[src/rtl/neopix_tx.sv]
// WS2812 serializer: byte FIFO feeding an MSB-first pulse-width bit encoder,
// followed by a low latch interval once the FIFO runs dry after a frame.
module neopix_tx #(
  parameter int TBIT       = 63,
  parameter int T0H        = 20,
  parameter int T1H        = 40,
  parameter int TRESET     = 3000,
  parameter int FIFO_DEPTH = 16
) (
  input  logic                          clk_i,
  input  logic                          reset_n_i,
  input  logic [7:0]                    data_i,
  input  logic                          valid_i,
  output logic                          dout_o,
  output logic                          busy_o,
  output logic                          frame_done_o,
  output logic                          overflow_o,
  output logic [$clog2(FIFO_DEPTH):0]   level_o
);

  localparam int AW = $clog2(FIFO_DEPTH);
  localparam int CW = $clog2(TBIT);
  localparam int LW = (TRESET > 1) ? $clog2(TRESET) : 1;

  localparam logic [CW-1:0] CYC_LAST = CW'(TBIT - 1);
  localparam logic [CW-1:0] T0H_C    = CW'(T0H);
  localparam logic [CW-1:0] T1H_C    = CW'(T1H);
  localparam logic [LW-1:0] LAT_LAST = LW'(TRESET - 1);
  localparam logic [AW:0]   LVL_FULL = (AW + 1)'(FIFO_DEPTH);

  generate
    if (!(T0H >= 1 && T0H < T1H && T1H < TBIT && TBIT >= 4 && FIFO_DEPTH >= 2 &&
          (FIFO_DEPTH & (FIFO_DEPTH - 1)) == 0)) begin : g_bad_params
      $error("neopix_tx: illegal parameter set");
    end
  endgenerate

  typedef enum logic [1:0] {
    IDLE  = 2'd0,
    SEND  = 2'd1,
    LATCH = 2'd2
  } state_t;

  state_t          state_reg, state_next;
  logic [7:0]      mem [FIFO_DEPTH];
  logic [AW-1:0]   wr_ptr_reg, rd_ptr_reg;
  logic [AW:0]     level_reg;
  logic            ovf_reg;
  logic [7:0]      shift_reg, shift_next;
  logic [2:0]      bitcnt_reg, bitcnt_next;
  logic [CW-1:0]   cyc_reg, cyc_next;
  logic [LW-1:0]   lat_reg, lat_next;
  logic            dout_reg, dout_next;
  logic            done_reg, done_next;
  logic            pop, push, empty, full;
  logic [7:0]      head;
  logic [CW-1:0]   high_len;

  assign empty = (level_reg == '0);
  assign full  = (level_reg == LVL_FULL);
  // A pop in the same cycle frees a slot, so a full FIFO still accepts.
  assign push  = valid_i && (!full || pop);
  assign head  = mem[rd_ptr_reg];

  always_ff @(posedge clk_i) begin
    if (push) begin
      mem[wr_ptr_reg] <= data_i;
    end
  end

  always_ff @(posedge clk_i or negedge reset_n_i) begin
    if (!reset_n_i) begin
      wr_ptr_reg <= '0;
      rd_ptr_reg <= '0;
      level_reg  <= '0;
      ovf_reg    <= 1'b0;
    end else begin
      if (push) begin
        wr_ptr_reg <= wr_ptr_reg + AW'(1);
      end
      if (pop) begin
        rd_ptr_reg <= rd_ptr_reg + AW'(1);
      end
      case ({push, pop})
        2'b10:   level_reg <= level_reg + (AW + 1)'(1);
        2'b01:   level_reg <= level_reg - (AW + 1)'(1);
        default: level_reg <= level_reg;
      endcase
      if (valid_i && full && !pop) begin
        ovf_reg <= 1'b1;
      end
    end
  end

  always_comb begin
    state_next  = state_reg;
    shift_next  = shift_reg;
    bitcnt_next = bitcnt_reg;
    cyc_next    = cyc_reg;
    lat_next    = lat_reg;
    done_next   = 1'b0;
    pop         = 1'b0;
    case (state_reg)
      IDLE: begin
        if (!empty) begin
          pop         = 1'b1;
          shift_next  = head;
          bitcnt_next = '0;
          cyc_next    = '0;
          state_next  = SEND;
        end
      end
      SEND: begin
        if (cyc_reg == CYC_LAST) begin
          cyc_next = '0;
          if (bitcnt_reg != 3'd7) begin
            shift_next  = {shift_reg[6:0], 1'b0};
            bitcnt_next = bitcnt_reg + 3'd1;
          end else if (!empty) begin
            // Next byte starts on the very next edge: no inter-byte gap.
            pop         = 1'b1;
            shift_next  = head;
            bitcnt_next = '0;
          end else begin
            lat_next   = '0;
            state_next = LATCH;
          end
        end else begin
          cyc_next = cyc_reg + CW'(1);
        end
      end
      LATCH: begin
        if (lat_reg == LAT_LAST) begin
          done_next  = 1'b1;
          state_next = IDLE;
        end else begin
          lat_next = lat_reg + LW'(1);
        end
      end
      default: begin
        state_next = IDLE;
      end
    endcase
    // Line level is derived from the post-edge bit position so dout is registered.
    high_len  = shift_next[7] ? T1H_C : T0H_C;
    dout_next = (state_next == SEND) && (cyc_next < high_len);
  end

  always_ff @(posedge clk_i or negedge reset_n_i) begin
    if (!reset_n_i) begin
      state_reg  <= IDLE;
      shift_reg  <= '0;
      bitcnt_reg <= '0;
      cyc_reg    <= '0;
      lat_reg    <= '0;
      dout_reg   <= 1'b0;
      done_reg   <= 1'b0;
    end else begin
      state_reg  <= state_next;
      shift_reg  <= shift_next;
      bitcnt_reg <= bitcnt_next;
      cyc_reg    <= cyc_next;
      lat_reg    <= lat_next;
      dout_reg   <= dout_next;
      done_reg   <= done_next;
    end
  end

  assign dout_o       = dout_reg;
  assign frame_done_o = done_reg;
  assign overflow_o   = ovf_reg;
  assign level_o      = level_reg;
  assign busy_o       = (state_reg != IDLE) || !empty;

endmodule

[config.mk]
export PLATFORM = sky130hd
export DESIGN_NAME = neopix_tx
export DESIGN_NICKNAME = d
export VERILOG_FILES = /design/src/rtl/neopix_tx.sv
export SDC_FILE = /design/constraint.sdc
export NUM_CORES = 1
export LEC_CHECK = 0
export ABC_CLOCK_PERIOD_IN_PS = 3200
export BUFFER_PORTS_ARGS = -buffer_cell sky130_fd_sc_hd__buf_2
export CAP_MARGIN = 30
export CORE_MARGIN = 3
export CORE_UTILIZATION = 45
export DETAILED_ROUTE_END_ITERATION = 7
export SYNTH_ARGS = -nofsm -noshare
export SYNTH_HDL_FRONTEND = slang
export SYNTH_SLANG_ARGS = --single-unit
export TNS_END_PERCENT = 50
[constraint.sdc]
create_clock -name clk_i -period 3.2 [get_ports clk_i]
set_clock_uncertainty 0.05 [all_clocks]
set_input_delay 0.48 -clock clk_i [delete_from_list [all_inputs] [get_ports clk_i]]
set_output_delay 0.48 -clock clk_i [all_outputs]
set_load 0.02 [all_outputs]
# ---- Word level (Yosys, flattened, before mapping)
# Memories as Yosys holds them, arrays and structs flattened.
# Index checks and enable logic that the tools add are counted.
# W data, S select, Z words.
dict set report word_totals {
  ff_bits 47
  mem_bits_rw 128
  input_bits 11
  out_inout_bits 9
  word_cells 83
  n_memories 1
}
# name words width rd rd_ports_with_merged_regs write_ports line_no
set mem_list {}
lappend mem_list {mem 16 8 1 0 1 45} ;# logic [7:0] mem [FIFO_DEPTH];
dict set report op_classes {
  add_sub_neg 7
  n_lt_le_gt_ge 1
  eq_ne 13
  mux 32
  n_reduce_logical 17
}
# op count
set ops {}
lappend ops {{$mux W12} 4}
lappend ops {{$mux W8} 3}
lappend ops {{$pmux W12 S2} 1}
lappend ops {{$mux W6} 3}
lappend ops {{$pmux W8 S2} 1}
lappend ops {{$add A12 B1 Y12 const B} 1}
lappend ops {{$eq A12 B12 Y1 const B} 1}
lappend ops {{$pmux W6 S2} 1}
lappend ops {{$mux W2} 5}
lappend ops {{$pmux W5 S2} 1}
lappend ops {{$mux W3} 3}
lappend ops {{$add A4 B1 Y4 const B} 2}
lappend ops {{$ne A2 B2 Y1 const B} 4}
lappend ops {{$reduce_bool A2 Y1} 4}
lappend ops {{$mux W1} 7}
lappend ops {{$add A6 B1 Y6 const B} 1}
lappend ops {{$eq A2 B1 Y1 const B} 3}
lappend ops {{$eq A6 B6 Y1 const B} 1}
lappend ops {{$lt A6 B6 Y1} 1}
lappend ops {{$pmux W2 S3} 1}
lappend ops {{$pmux W3 S2} 1}
lappend ops {{$add A5 B1 Y5 const B} 1}
lappend ops {{$eq A5 B5 Y1 const B} 1}
lappend ops {{$logic_not A5 Y1} 1}
lappend ops {{other kinds (11)} 18}

# ---- Logic depth before layout (Yosys ltp)
# Gate-level depths: netlist of the first run.
dict set report depth {
  word_depth 9
  depth_mapped 13
  mapped_depth_nobuf 13
}

# ---- Worst setup path after synthesis of the first run
# OpenSTA, ideal clock, no wires.
dict set report synth_path {
  kind {reg2reg}
  from {reg bitcnt_reg[0]}
  to {mem mem[3][0] (enable)}
  setup_time_ns 0.383
  arrival_ns 2.251
  required_time_ns 2.767
  setup_slack_ns 0.516
  path_stages_with_launch 10
  cell_sequence {dfrtp_1 > ha_1 > ha_1 > nand4b_1 > o22ai_2 > nor2_1 > nor2b_1 > clkbuf_1 > nand2_1 > nor3_1}
}
dict set report synth_between {
  elab_chain_cells 8
}
# element line_no
set synth_rtl {}
lappend synth_rtl {{start, declared} 50} ;# logic [2:0] bitcnt_reg, bitcnt_next;
lappend synth_rtl {{start signal, assigned} 161} ;# bitcnt_reg <= bitcnt_next;
lappend synth_rtl {{$ne A3 B3 Y1} 116} ;# if (bitcnt_reg != 3'd7) begin
lappend synth_rtl {{$mux W1} 116}
lappend synth_rtl {{$mux W1} 114} ;# if (cyc_reg == CYC_LAST) begin
lappend synth_rtl {{$pmux W1 S2} 103} ;# case (state_reg)
lappend synth_rtl {{$logic_or A1 B1 Y1} 62} ;# assign push = valid_i && (!full || pop);
lappend synth_rtl {{$logic_and A1 B1 Y1} 62}
lappend synth_rtl {{$mux W1} 66} ;# if (push) begin
lappend synth_rtl {{$mux W1 (implied by the code)} 67} ;# mem[wr_ptr_reg] <= data_i;
lappend synth_rtl {{end, declared} 45}
# No other way between the ends.

# ---- Final worst setup path of the first run
dict set report layout_path {
  from {reg bitcnt_reg[0]}
  to {reg level_reg[4], in the netlist level_o[4]}
}
dict set report layout_between {
  elab_chain_cells 8
  word_cells_on_any_way 10
  cone_classes {eq/ne (3); mux (4); reduce/logical (3)}
}
# element line_no
set layout_rtl {}
lappend layout_rtl {{$ne A3 B3 Y1 (*)} 116}
lappend layout_rtl {{$mux W1 (*)} 116}
lappend layout_rtl {{$mux W1 (*)} 114}
lappend layout_rtl {{$pmux W1 S2 (*)} 103}
lappend layout_rtl {{$logic_or A1 B1 Y1} 62}
lappend layout_rtl {{$logic_and A1 B1 Y1} 62}
lappend layout_rtl {{$eq A2 B1 Y1 / $eq A2 B2 Y1 (equally long branches)} 84} ;# case ({push, pop})
lappend layout_rtl {{$pmux W5 S2 / $reduce_bool A2 Y1 (equally long branches)} n/a}
lappend layout_rtl {{end signal, assigned} 85} ;# 2'b10: level_reg <= level_reg + (AW + 1)'(1);
lappend layout_rtl {{end signal, assigned} 86} ;# 2'b01: level_reg <= level_reg - (AW + 1)'(1);
lappend layout_rtl {{end signal, assigned} 87} ;# default: level_reg <= level_reg;
lappend layout_rtl {{end, declared} 47} ;# logic [AW:0] level_reg;
# Mark *: on every way between the ends. The rest lies on a longest branch, timed or not.
# A chain may end at the register's enable or synchronous reset.

==> results of run 1 <==
## through the flow
stage	area [um^2]	total power [mW]	hold slack (ns)
2_1_floorplan	7470	3.76	0.134
3_3_place_gp	7930	4.09	0.387
3_5_place_dp	7950	4.15	0.337
4_1_cts	8580	6.31	0.300
5_1_grt	8580	6.56	0.346
6_report	8580	6.23	0.333
## kinds of logic (layout without fill, tap and decap cells)
| logic type | after synthesis | after routing | share of synthesized area [%] |
|---|---|---|---|
| AOI/OAI and AO/OA | 55 | 55 | 5.36 |
| xor gates and xnor gates | 18 | 18 | 2.11 |
| adders and majority gates | 15 | 15 | 2.61 |
| buffers and inverters | 30 | 87 | 1.72 |
| DFF | 175 | 175 | 67.2 |
| muxes | 46 | 46 | 12.3 |
| and+or+nand+nor | 123 | 123 | 8.66 |
## metal layers
metal / wire, um / global-route usage (%)
met5: 0 / 0
met4: 51 / 4.58
met3: 430 / 4.32
met2: 7220 / 28.0
met1: 6590 / 23.8
## how the worst min path moves through the flow
stage / startpoint / to / slack (ns) / cells past startpoint
final: valid_i / overflow_o / 0.33 / 2
after global routing: valid_i / overflow_o / 0.35 / 2
after CTS: valid_i / overflow_o / 0.30 / 2
after detailed placement: reset_n_i / level_o[2] / 0.34 / 1
after global placement: overflow_o / overflow_o / 0.39 / 1
after floorplan: reset_n_i / bitcnt_reg[0] / 0.13 / 0
## report_power, final
group | total [mW] | internal, mW | switching [mW] | leakage, nW
Combinational | 1.07 | 0.480 | 0.590 | 1.12
Sequential | 3.02 | 2.77 | 0.244 | 1.75
Clock | 2.15 | 1.20 | 0.950 | 0.300
Total | 6.23 | 4.45 | 1.78 | 3.17
## synth_stat cells (2+ instances only)
cell type,count
sky130_fd_sc_hd__mux4_2,36
sky130_fd_sc_hd__nor3_1,9
sky130_fd_sc_hd__nand3_1,11
sky130_fd_sc_hd__inv_1,8
sky130_fd_sc_hd__dfrtp_1,47
sky130_fd_sc_hd__a22oi_1,6
sky130_fd_sc_hd__mux2_2,7
sky130_fd_sc_hd__buf_1,2
sky130_fd_sc_hd__xor2_1,5
sky130_fd_sc_hd__nor4_4,2
sky130_fd_sc_hd__a21boi_0,2
sky130_fd_sc_hd__o21ai_0,6
sky130_fd_sc_hd__edfxtp_1,128
sky130_fd_sc_hd__nand4_1,3
sky130_fd_sc_hd__nand2b_1,6
sky130_fd_sc_hd__a21oi_1,10
sky130_fd_sc_hd__or3_1,2
sky130_fd_sc_hd__mux2_1,2
sky130_fd_sc_hd__ha_1,14
sky130_fd_sc_hd__and3_1,2
sky130_fd_sc_hd__buf_2,7
sky130_fd_sc_hd__xnor2_1,13
sky130_fd_sc_hd__a31oi_2,2
sky130_fd_sc_hd__o22ai_1,3
sky130_fd_sc_hd__o211ai_1,3
sky130_fd_sc_hd__nor2_1,28
sky130_fd_sc_hd__o41ai_1,2
sky130_fd_sc_hd__nor2b_1,4
sky130_fd_sc_hd__nand2_1,44
sky130_fd_sc_hd__o31ai_1,2
sky130_fd_sc_hd__clkbuf_1,11
sky130_fd_sc_hd__a21o_1,5
sky130_fd_sc_hd__a22o_1,4
## cells in the final DEF, fill, tap and decap left out, drive strengths merged, types with 5 or more instances in the layout
cell    instances
nor3           10
xnor2          13
xor2            5
o21ai           7
a21o            5
inv            17
buf            45
nand3          11
ha             14
mux4           36
nand2          44
a22oi           6
edfxtp        128
a21oi          10
clkbuf         17
mux2            9
nand2b          6
nor2           30
dfrtp          47
## worst reg2reg max path: stages (launching register included)
cell                       delay (ns)
sky130_fd_sc_hd__dfrtp_1         0.37
sky130_fd_sc_hd__ha_1            0.16
sky130_fd_sc_hd__ha_1            0.29
sky130_fd_sc_hd__nand4b_1        0.16
sky130_fd_sc_hd__o22ai_2         0.24
sky130_fd_sc_hd__nand2_1         0.19
sky130_fd_sc_hd__nor2_2          0.25
sky130_fd_sc_hd__ha_1            0.32
sky130_fd_sc_hd__a21o_1          0.18
sky130_fd_sc_hd__a21oi_1         0.18
sky130_fd_sc_hd__nor2_1          0.06
sky130_fd_sc_hd__nand2_1         0.10
sky130_fd_sc_hd__o31a_1          0.13
sky130_fd_sc_hd__o211ai_1        0.08
## cell type report
| cell class | count | area [um^2] | area share (%) |
|---|---|---|---|
| flip-flops and latches | 175 | 5020 | 58.5 |
| well taps | 216 | 270 | 3.15 |
| clock buffers | 17 | 425 | 4.96 |
| multi-input cells | 257 | 2320 | 27.1 |
| clock inverters | 15 | 193 | 2.25 |
| inverters | 9 | 33.8 | 0.394 |
| repair buffers | 46 | 313 | 3.65 |
## timing repair
item | in CTS | in global routing
gates resized for setup | 0 | 1
hold buffers | 1 | 0
setup endpoints to repair | 0 | 1
endpoints found under the hold margin | 10 | 0
==> flow_metrics.env, run 1 <==
export IMPL_p_per_cell_area_mw_per_mm2=726
export IMPL_yosys_area_top_type="sky130_fd_sc_hd__edfxtp_1"
export IMPL_worst_path_max_delay_cell="sky130_fd_sc_hd__dfrtp_1"
export IMPL_initial_core_util_pct=46.5
export IMPL_fp_dieW_um=135
export IMPL_cts_setup_buffers=0
export IMPL_dpl_worst_slack_ns=0.206
export IMPL_die_area_mm2=0.0182
export IMPL_post_route_period_util_pct=89.8
export IMPL_grt_setup_unrepaired="false"
export IMPL_syn_instance_count=462
export IMPL_rr_endpoint="level_o[4]"
export IMPL_syn_num_nets=488
export IMPL_max_slew_margin_pct=50.8
export IMPL_yosys_register_bits=175
export IMPL_drt_pass_1_iters=4
export IMPL_synthesis_yosys_warnings=0
export IMPL_worstPathMaxFanout=7
export IMPL_timing_critical_path_cells="ha_1 -> ha_1 -> nand4b_1 -> o22ai_2 -> nand2_1 -> nor2_2 -> ha_1 -> a21o_1 -> a21oi_1 -> nor2_1 -> nand2_1 -> o31a_1 -> o211ai_1"
export IMPL_reg2reg_depth=13
export IMPL_design_core_area_mm2=0.0161
export IMPL_global_route_overflow_total=0
export IMPL_worst_path_buf_inv=0
export IMPL_cp_num_cells=13
export IMPL_viasPerCell=5.49
export IMPL_num_antenna_cells=0
export IMPL_clk_transition_reported_paths_ns=0.07
export IMPL_grt_start_max_net_pins=38
export IMPL_place_port_buffers=19
export IMPL_synthToLayoutAreaGrowth_pct=14.9
export IMPL_cts_tree="done"
export IMPL_final_instance_count_excl_fill=735
export IMPL_timing_final_setup_violations=0
export IMPL_clock_network_latency_to_the_later_pin_of_the_worst_skew_pair_ns=0.42
export IMPL_fin_util_pct=53.4
export IMPL_netlist_area_mm2=0.00747
export IMPL_place_detailed_instances=702
export IMPL_detail_route_wl_per_cell_um=19.4
export IMPL_ff2ff_setup_slack_ns=0.33
export IMPL_post_route_drc_count=0
export IMPL_ys_types=59
export IMPL_path_delay_family="compound AO/OA/AOI/OAI gates"
export IMPL_post_route_worst_setup_slack_ns=0.325
export IMPL_dpl_hpwl_mm=9.67
export IMPL_place_gp_congestion=0.767
export IMPL_finalWirelength_mm=14.3
export IMPL_yosysSeqAreaShare_pct=67.2
export IMPL_cts_made_buffers=17
export IMPL_achievable_frequency_mhz=348
export IMPL_largest_cells_by_area_after_synthesis="sky130_fd_sc_hd__edfxtp_1, sky130_fd_sc_hd__dfrtp_1, sky130_fd_sc_hd__mux4_2, sky130_fd_sc_hd__ha_1, sky130_fd_sc_hd__nand2_1"
export IMPL_tightestPinTransition_ns=0.735
export IMPL_via_count=4038
export IMPL_worst_setup_path_start_kind="flop"
export IMPL_final_fill_count=1315
export IMPL_power_leakage_nw=3.17
export IMPL_floorplan_io_pins=20
export IMPL_root_buffer="sky130_fd_sc_hd__clkbuf_16"
export IMPL_ant_nets=0
export IMPL_run_status="finished, final reports clean"
export IMPL_largest_reg_flops=128
export IMPL_final_layout_size_suffix_gt1_share_pct=25.6
export IMPL_ir_worst_vdd_mv=0.563
export IMPL_cts_max_level=4
export IMPL_setup_total_negative_slack_ns=0
export IMPL_crit_path_max_incr_delay_ns=0.37
export IMPL_height_of_the_chip_um=135
export IMPL_syn_mean_instance_area_um2=16.2
export IMPL_clock_sink_count=175
export IMPL_holdCritPathClass="input pin to flop"
export IMPL_critical_path_class="flop to flop"
export IMPL_drt_iter0_markers=319
export IMPL_number_of_flops_mapped_to_enable_cells_by_yosys=128
export IMPL_timing_hold_violations_final=0
export IMPL_worst_path_most_repeated_cell="sky130_fd_sc_hd__ha_1"
export IMPL_max_clock_path_buffers=2
export IMPL_maxCapViolCount=0
export IMPL_timing_critical_path_from="bitcnt_reg[0]"
export IMPL_synth_async_sr_flop_share_pct=26.9
export IMPL_finalMaxSlewViolations=0
export IMPL_cp_endpoint="level_o[4]"
export IMPL_fin_crit_ns=2.87
export IMPL_worstPathArrival_ns=3.12
export IMPL_crit_path_end_kind="flop"
export IMPL_synth_ff_type="sky130_fd_sc_hd__edfxtp_1"
export IMPL_num_rows=46
export IMPL_grt_pass1_vias=4216
export IMPL_worstPathRequired_ns=3.44
export IMPL_reg2reg_from="bitcnt_reg[0]"
export IMPL_grt_usage_pct=17.4
export IMPL_wire_length_of_the_first_global_routing_pass_mm=23.7
export IMPL_fin_nets=532
export IMPL_synthDominantCellAreaShare_pct=51.4
export IMPL_grt_antenna_before_repair=0
No activity file was read; power rests on OpenSTA's default activity.
==> inputs of run 2 (changes only) <==
CELL_PAD_IN_SITES_DETAIL_PLACEMENT = 1   (was unset)
CELL_PAD_IN_SITES_GLOBAL_PLACEMENT = 1   (was unset)
GPL_TIMING_DRIVEN = 0   (was unset)
PLACE_DENSITY_LB_ADDON = 0.1   (was unset)
==> flow_metrics.env, run 2 (synthesis results as in run 1) <==
export IMPL_num_rows=46
export IMPL_drt_iter0_markers=340
export IMPL_cts_made_buffers=17
export IMPL_clk_transition_reported_paths_ns=0.07
export IMPL_height_of_the_chip_um=135
export IMPL_design_core_area_mm2=0.0161
export IMPL_timing_hold_violations_final=0
export IMPL_fin_crit_ns=3.01
export IMPL_grt_start_max_net_pins=39
export IMPL_power_leakage_nw=3.13
export IMPL_power_mw=6.22
export IMPL_viasPerCell=5.58
export IMPL_fp_dieW_um=135
export IMPL_synthToLayoutAreaGrowth_pct=15.6
export IMPL_final_instance_count_excl_fill=736
export IMPL_setup_total_negative_slack_ns=0
export IMPL_grt_setup_unrepaired="true"
export IMPL_max_clock_path_buffers=2
export IMPL_largest_reg_flops=128
export IMPL_post_route_drc_count=0
export IMPL_cts_max_level=4
export IMPL_grt_antenna_before_repair=0
export IMPL_detail_route_wl_per_cell_um=22.0
export IMPL_floorplan_io_pins=20
export IMPL_finalMaxSlewViolations=0
export IMPL_initial_core_util_pct=46.5
export IMPL_clock_network_latency_to_the_later_pin_of_the_worst_skew_pair_ns=0.43
export IMPL_worstPathRequired_ns=3.22
export IMPL_worstPathMaxFanout=8
export IMPL_multiInputGateArea_mm2=0.00244
export IMPL_finalWirelength_mm=16.2
export IMPL_max_slew_margin_pct=37.7
export IMPL_run_status="finished, final reports clean"
export IMPL_worst_setup_path_start_kind="flop"
export IMPL_cts_tree="done"
export IMPL_place_gp_congestion=0.743
export IMPL_crit_path_end_kind="flop"
export IMPL_critical_path_class="flop to flop"
export IMPL_ir_worst_vdd_mv=0.394
export IMPL_fin_worst_hold_slack_ns=0.367
export IMPL_timing_final_setup_violations=0
export IMPL_die_area_mm2=0.0182
export IMPL_wire_length_of_the_first_global_routing_pass_mm=26.2
export IMPL_drt_pass_1_iters=4
export IMPL_sequential_cell_area_mm2=0.00502
export IMPL_top_library_cells_by_usage_in_the_layout_fill_and_taps_aside="sky130_fd_sc_hd__edfxtp_1, sky130_fd_sc_hd__dfrtp_1, sky130_fd_sc_hd__nand2_1, sky130_fd_sc_hd__mux4_2, sky130_fd_sc_hd__buf_2"
export IMPL_global_route_overflow_total=0
export IMPL_via_count=4109
export IMPL_post_route_period_util_pct=94.2
export IMPL_layout_commonest_cell="sky130_fd_sc_hd__edfxtp_1"
export IMPL_final_layout_size_suffix_gt1_share_pct=26.2
export IMPL_achievable_frequency_mhz=332
export IMPL_clock_sink_count=175
export IMPL_fin_util_pct=53.8
export IMPL_place_detailed_instances=699
export IMPL_fin_nets=533
export IMPL_place_port_buffers=18
export IMPL_post_dp_cell_area_mm2=0.00789
export IMPL_postLayoutCellArea_mm2=0.00863
export IMPL_p_per_cell_area_mw_per_mm2=720
export IMPL_final_fill_count=1512
export IMPL_grt_usage_pct=19.6
export IMPL_worstPathArrival_ns=3.03
export IMPL_dpl_worst_slack_ns=-0.198
export IMPL_ff2ff_setup_slack_ns=0.19
export IMPL_tightestPinTransition_ns=0.935
export IMPL_grt_pass1_vias=4489
export IMPL_post_route_worst_setup_slack_ns=0.186
export IMPL_maxCapViolCount=0
export IMPL_root_buffer="sky130_fd_sc_hd__clkbuf_16"
export IMPL_num_antenna_cells=0
export IMPL_ant_nets=0
export IMPL_dpl_hpwl_mm=10.6
export IMPL_holdCritPathClass="input pin to flop"
-- run 2: changes by cell type in the layout (fill, tap and decap cells not counted), moves of 4 or more --
cell / change
sky130_fd_sc_hd__nor3_4: +4
sky130_fd_sc_hd__buf_2: +6
sky130_fd_sc_hd__nor3_1: -4
sky130_fd_sc_hd__buf_12: +4
sky130_fd_sc_hd__clkbuf_1: +12
sky130_fd_sc_hd__buf_4: -23
sky130_fd_sc_hd__nor2_2: +6
sky130_fd_sc_hd__nor2_1: -11
sky130_fd_sc_hd__nor2_4: +5
-- run 2: path summary, 6_finish.rpt --
kind,endpoint,depth (start not counted),start
setup / recovery,mem[10][3],9,bitcnt_reg[0]
hold / removal,mem[10][7],1,data_i[7]
setup reg to reg,mem[10][3],9,bitcnt_reg[0]
hold reg to reg,overflow_o,1,overflow_o
max in group asynchronous,lat_reg[5],3,reset_n_i
min in group asynchronous,level_o[1],2,reset_n_i
-- run 2: metal layers --
layer | global-route usage, % | vias up | part of all wire (%)
li1 | - | 1876 | -
met1 | 25.9 | 2160 | 43
met2 | 33.2 | 59 | 53
met3 | 4.36 | 14 | 3.4
met4 | 5.09 | 0 | 1.0
met5 | 0 | - | 0
-- run 2: worst max-delay path, stage by stage, from the launching register on --
cell                       delay (ns)
sky130_fd_sc_hd__dfrtp_1         0.36
sky130_fd_sc_hd__ha_1            0.17
sky130_fd_sc_hd__ha_2            0.26
sky130_fd_sc_hd__nand4b_1        0.16
sky130_fd_sc_hd__o22ai_4         0.22
sky130_fd_sc_hd__nor2_1          0.11
sky130_fd_sc_hd__nor2b_1         0.16
sky130_fd_sc_hd__clkbuf_1        0.32
sky130_fd_sc_hd__nand2_1         0.28
sky130_fd_sc_hd__nor2_2          0.54
-- run 2: cell type report --
type / instances / share of cell area (%)
well taps: 216 / 3.13
clock buffers: 19 / 5.13
clock inverters: 13 / 1.35
inverters: 9 / 0.391
flip-flops and latches: 175 / 58.1
plain buffers: 21 / 1.10
repair buffers: 26 / 2.49
multi-input cells: 257 / 28.3
-- run 2: report_power, final --
part / switching, mW / internal [mW] / leakage, nW / total, mW
logic: 0.736 / 0.490 / 1.09 / 1.23
clock network: 0.952 / 1.05 / 0.282 / 2.00
registers: 0.216 / 2.77 / 1.75 / 2.99
total: 1.90 / 4.31 / 3.13 / 6.22
-- run 2: timing repair --
item / 4_1_cts / 5_1_grt
hold buffers: 1 / 0
setup endpoints to repair: 112 / 127
gates cloned: 0 / 0
resized for setup: 12 / 12
hold endpoints to repair: 9 / 0
pin swaps: 0 / 3
buffers inserted: 0 / 4
==> inputs of run 3 (changes only) <==
RECOVER_POWER = 100   (was unset)
==> flow_metrics.env, run 3 (synthesis results as in run 1) <==
export IMPL_run_status="finished, final reports clean"
export IMPL_dpl_hpwl_mm=10.6
export IMPL_worstPathRequired_ns=3.21
export IMPL_worstPathArrival_ns=3.00
export IMPL_drt_pass_1_iters=5
export IMPL_height_of_the_chip_um=135
export IMPL_power_leakage_nw=3.08
export IMPL_critical_path_class="flop to flop"
export IMPL_ant_nets=0
export IMPL_power_mw=6.20
export IMPL_post_route_period_util_pct=93.3
export IMPL_maxCapViolCount=0
export IMPL_num_antenna_cells=0
export IMPL_worst_path_max_delay_cell="sky130_fd_sc_hd__nor2_2"
export IMPL_initial_core_util_pct=46.5
export IMPL_fin_nets=533
export IMPL_timing_hold_violations_final=0
export IMPL_dpl_worst_slack_ns=-0.198
export IMPL_via_count=4132
export IMPL_p_per_cell_area_mw_per_mm2=721
export IMPL_finalMaxSlewViolations=0
export IMPL_ir_worst_vdd_mv=0.386
export IMPL_setup_total_negative_slack_ns=0
export IMPL_synthToLayoutAreaGrowth_pct=15.1
export IMPL_drt_iter0_markers=322
export IMPL_floorplan_io_pins=20
export IMPL_viasPerCell=5.61
export IMPL_crit_path_max_incr_delay_ns=0.53
export IMPL_top_library_cells_by_usage_in_the_layout_fill_and_taps_aside="sky130_fd_sc_hd__edfxtp_1, sky130_fd_sc_hd__dfrtp_1, sky130_fd_sc_hd__nand2_1, sky130_fd_sc_hd__mux4_2, sky130_fd_sc_hd__clkbuf_1"
export IMPL_cts_made_buffers=17
export IMPL_crit_path_end_kind="flop"
export IMPL_worstPathMaxFanout=8
export IMPL_grt_start_max_net_pins=39
export IMPL_detail_route_wl_per_cell_um=21.9
export IMPL_design_core_area_mm2=0.0161
export IMPL_place_port_buffers=18
export IMPL_wire_length_of_the_first_global_routing_pass_mm=26.2
export IMPL_final_fill_count=1521
export IMPL_timing_final_setup_violations=0
export IMPL_post_route_worst_setup_slack_ns=0.213
export IMPL_grt_antenna_before_repair=0
export IMPL_global_route_overflow_total=0
export IMPL_clk_transition_reported_paths_ns=0.07
export IMPL_fin_crit_ns=2.99
export IMPL_max_clock_path_buffers=2
export IMPL_fin_util_pct=53.6
export IMPL_grt_setup_unrepaired="true"
export IMPL_tightestPinTransition_ns=1.00
export IMPL_place_detailed_instances=699
export IMPL_worst_setup_path_start_kind="flop"
export IMPL_timing_critical_path_cells="ha_1 -> ha_2 -> nand4b_1 -> o22ai_4 -> nor2_1 -> nor2b_1 -> clkbuf_1 -> nand2_1 -> nor2_2"
export IMPL_clock_sink_count=175
export IMPL_grt_pass1_vias=4489
export IMPL_holdCritPathClass="flop to flop"
export IMPL_clock_network_latency_to_the_later_pin_of_the_worst_skew_pair_ns=0.43
export IMPL_place_gp_congestion=0.743
export IMPL_cts_max_level=4
export IMPL_grt_usage_pct=19.6
export IMPL_root_buffer="sky130_fd_sc_hd__clkbuf_16"
export IMPL_post_dp_cell_area_mm2=0.00789
export IMPL_max_slew_margin_pct=33.1
export IMPL_layout_commonest_cell="sky130_fd_sc_hd__edfxtp_1"
export IMPL_largest_reg_flops=128
export IMPL_finalWirelength_mm=16.1
export IMPL_achievable_frequency_mhz=335
export IMPL_die_area_mm2=0.0182
export IMPL_final_instance_count_excl_fill=736
export IMPL_final_layout_size_suffix_gt1_share_pct=23.3
export IMPL_postLayoutCellArea_mm2=0.00860
export IMPL_cts_tree="done"
export IMPL_fin_worst_hold_slack_ns=0.410
export IMPL_fp_dieW_um=135
export IMPL_post_route_drc_count=0
export IMPL_num_rows=46
run 3: cell types whose count changed in the layout (fill, tap and decap cells not counted):
cell	change
sky130_fd_sc_hd__clkbuf_2	+1
sky130_fd_sc_hd__buf_12	-1
sky130_fd_sc_hd__buf_2	-15
sky130_fd_sc_hd__clkbuf_1	+15
run 3: worst paths after layout:
path	start	endpoint	slack, ns	cells after the start
setup / recovery	bitcnt_reg[0]	mem[10][3]	0.21	9
hold / removal	overflow_o	overflow_o	0.41	1
setup reg to reg	bitcnt_reg[0]	mem[10][3]	0.21	9
hold reg to reg	overflow_o	overflow_o	0.41	1
max in group asynchronous	reset_n_i	lat_reg[5]	1.17	3
min in group asynchronous	reset_n_i	wr_ptr_reg[2]	0.52	2
run 3: timing repair:
action	in CTS	in global routing
hold endpoints to repair	9	0
resized for setup	12	12
pin swaps	0	3
setup endpoints to repair	112	127
hold buffers	1	0
setup buffers	0	4
run 3: area by class of cell:
class	count	area [um^2]	area share [%]
buffer	21	95.1	1.11
inverter	9	33.8	0.393
timing repair buffer	26	181	2.11
clock inverter	13	116	1.35
clock buffer	19	443	5.15
multi-input combinational	257	2440	28.4
sequential	175	5020	58.4
tap	216	270	3.14
run 3: power breakdown:
group          total, mW  internal [mW]  switching [mW]
clock network       2.00           1.05           0.946
registers           2.99           2.77           0.217
logic               1.21          0.477           0.736
total               6.20           4.30            1.90
run 3: critical path, delay by kind of cell, from the launching register on:
kind            cells  cell delay (ns)
flops               1             0.36
fa+ha+maj           2             0.43
simple gates        5             1.24
compound gates      1             0.22
buf+inv             1             0.31
run 3: layer usage:
| layer | vias up | wire length (um) | global-route usage, % |
|---|---|---|---|
| met4 | 0 | 136 | 5.09 |
| met1 | 2180 | 6880 | 25.9 |
| met3 | 9 | 566 | 4.36 |
| met5 | - | 0 | 0 |
| li1 | 1875 | - | - |
| met2 | 68 | 8540 | 33.2 |
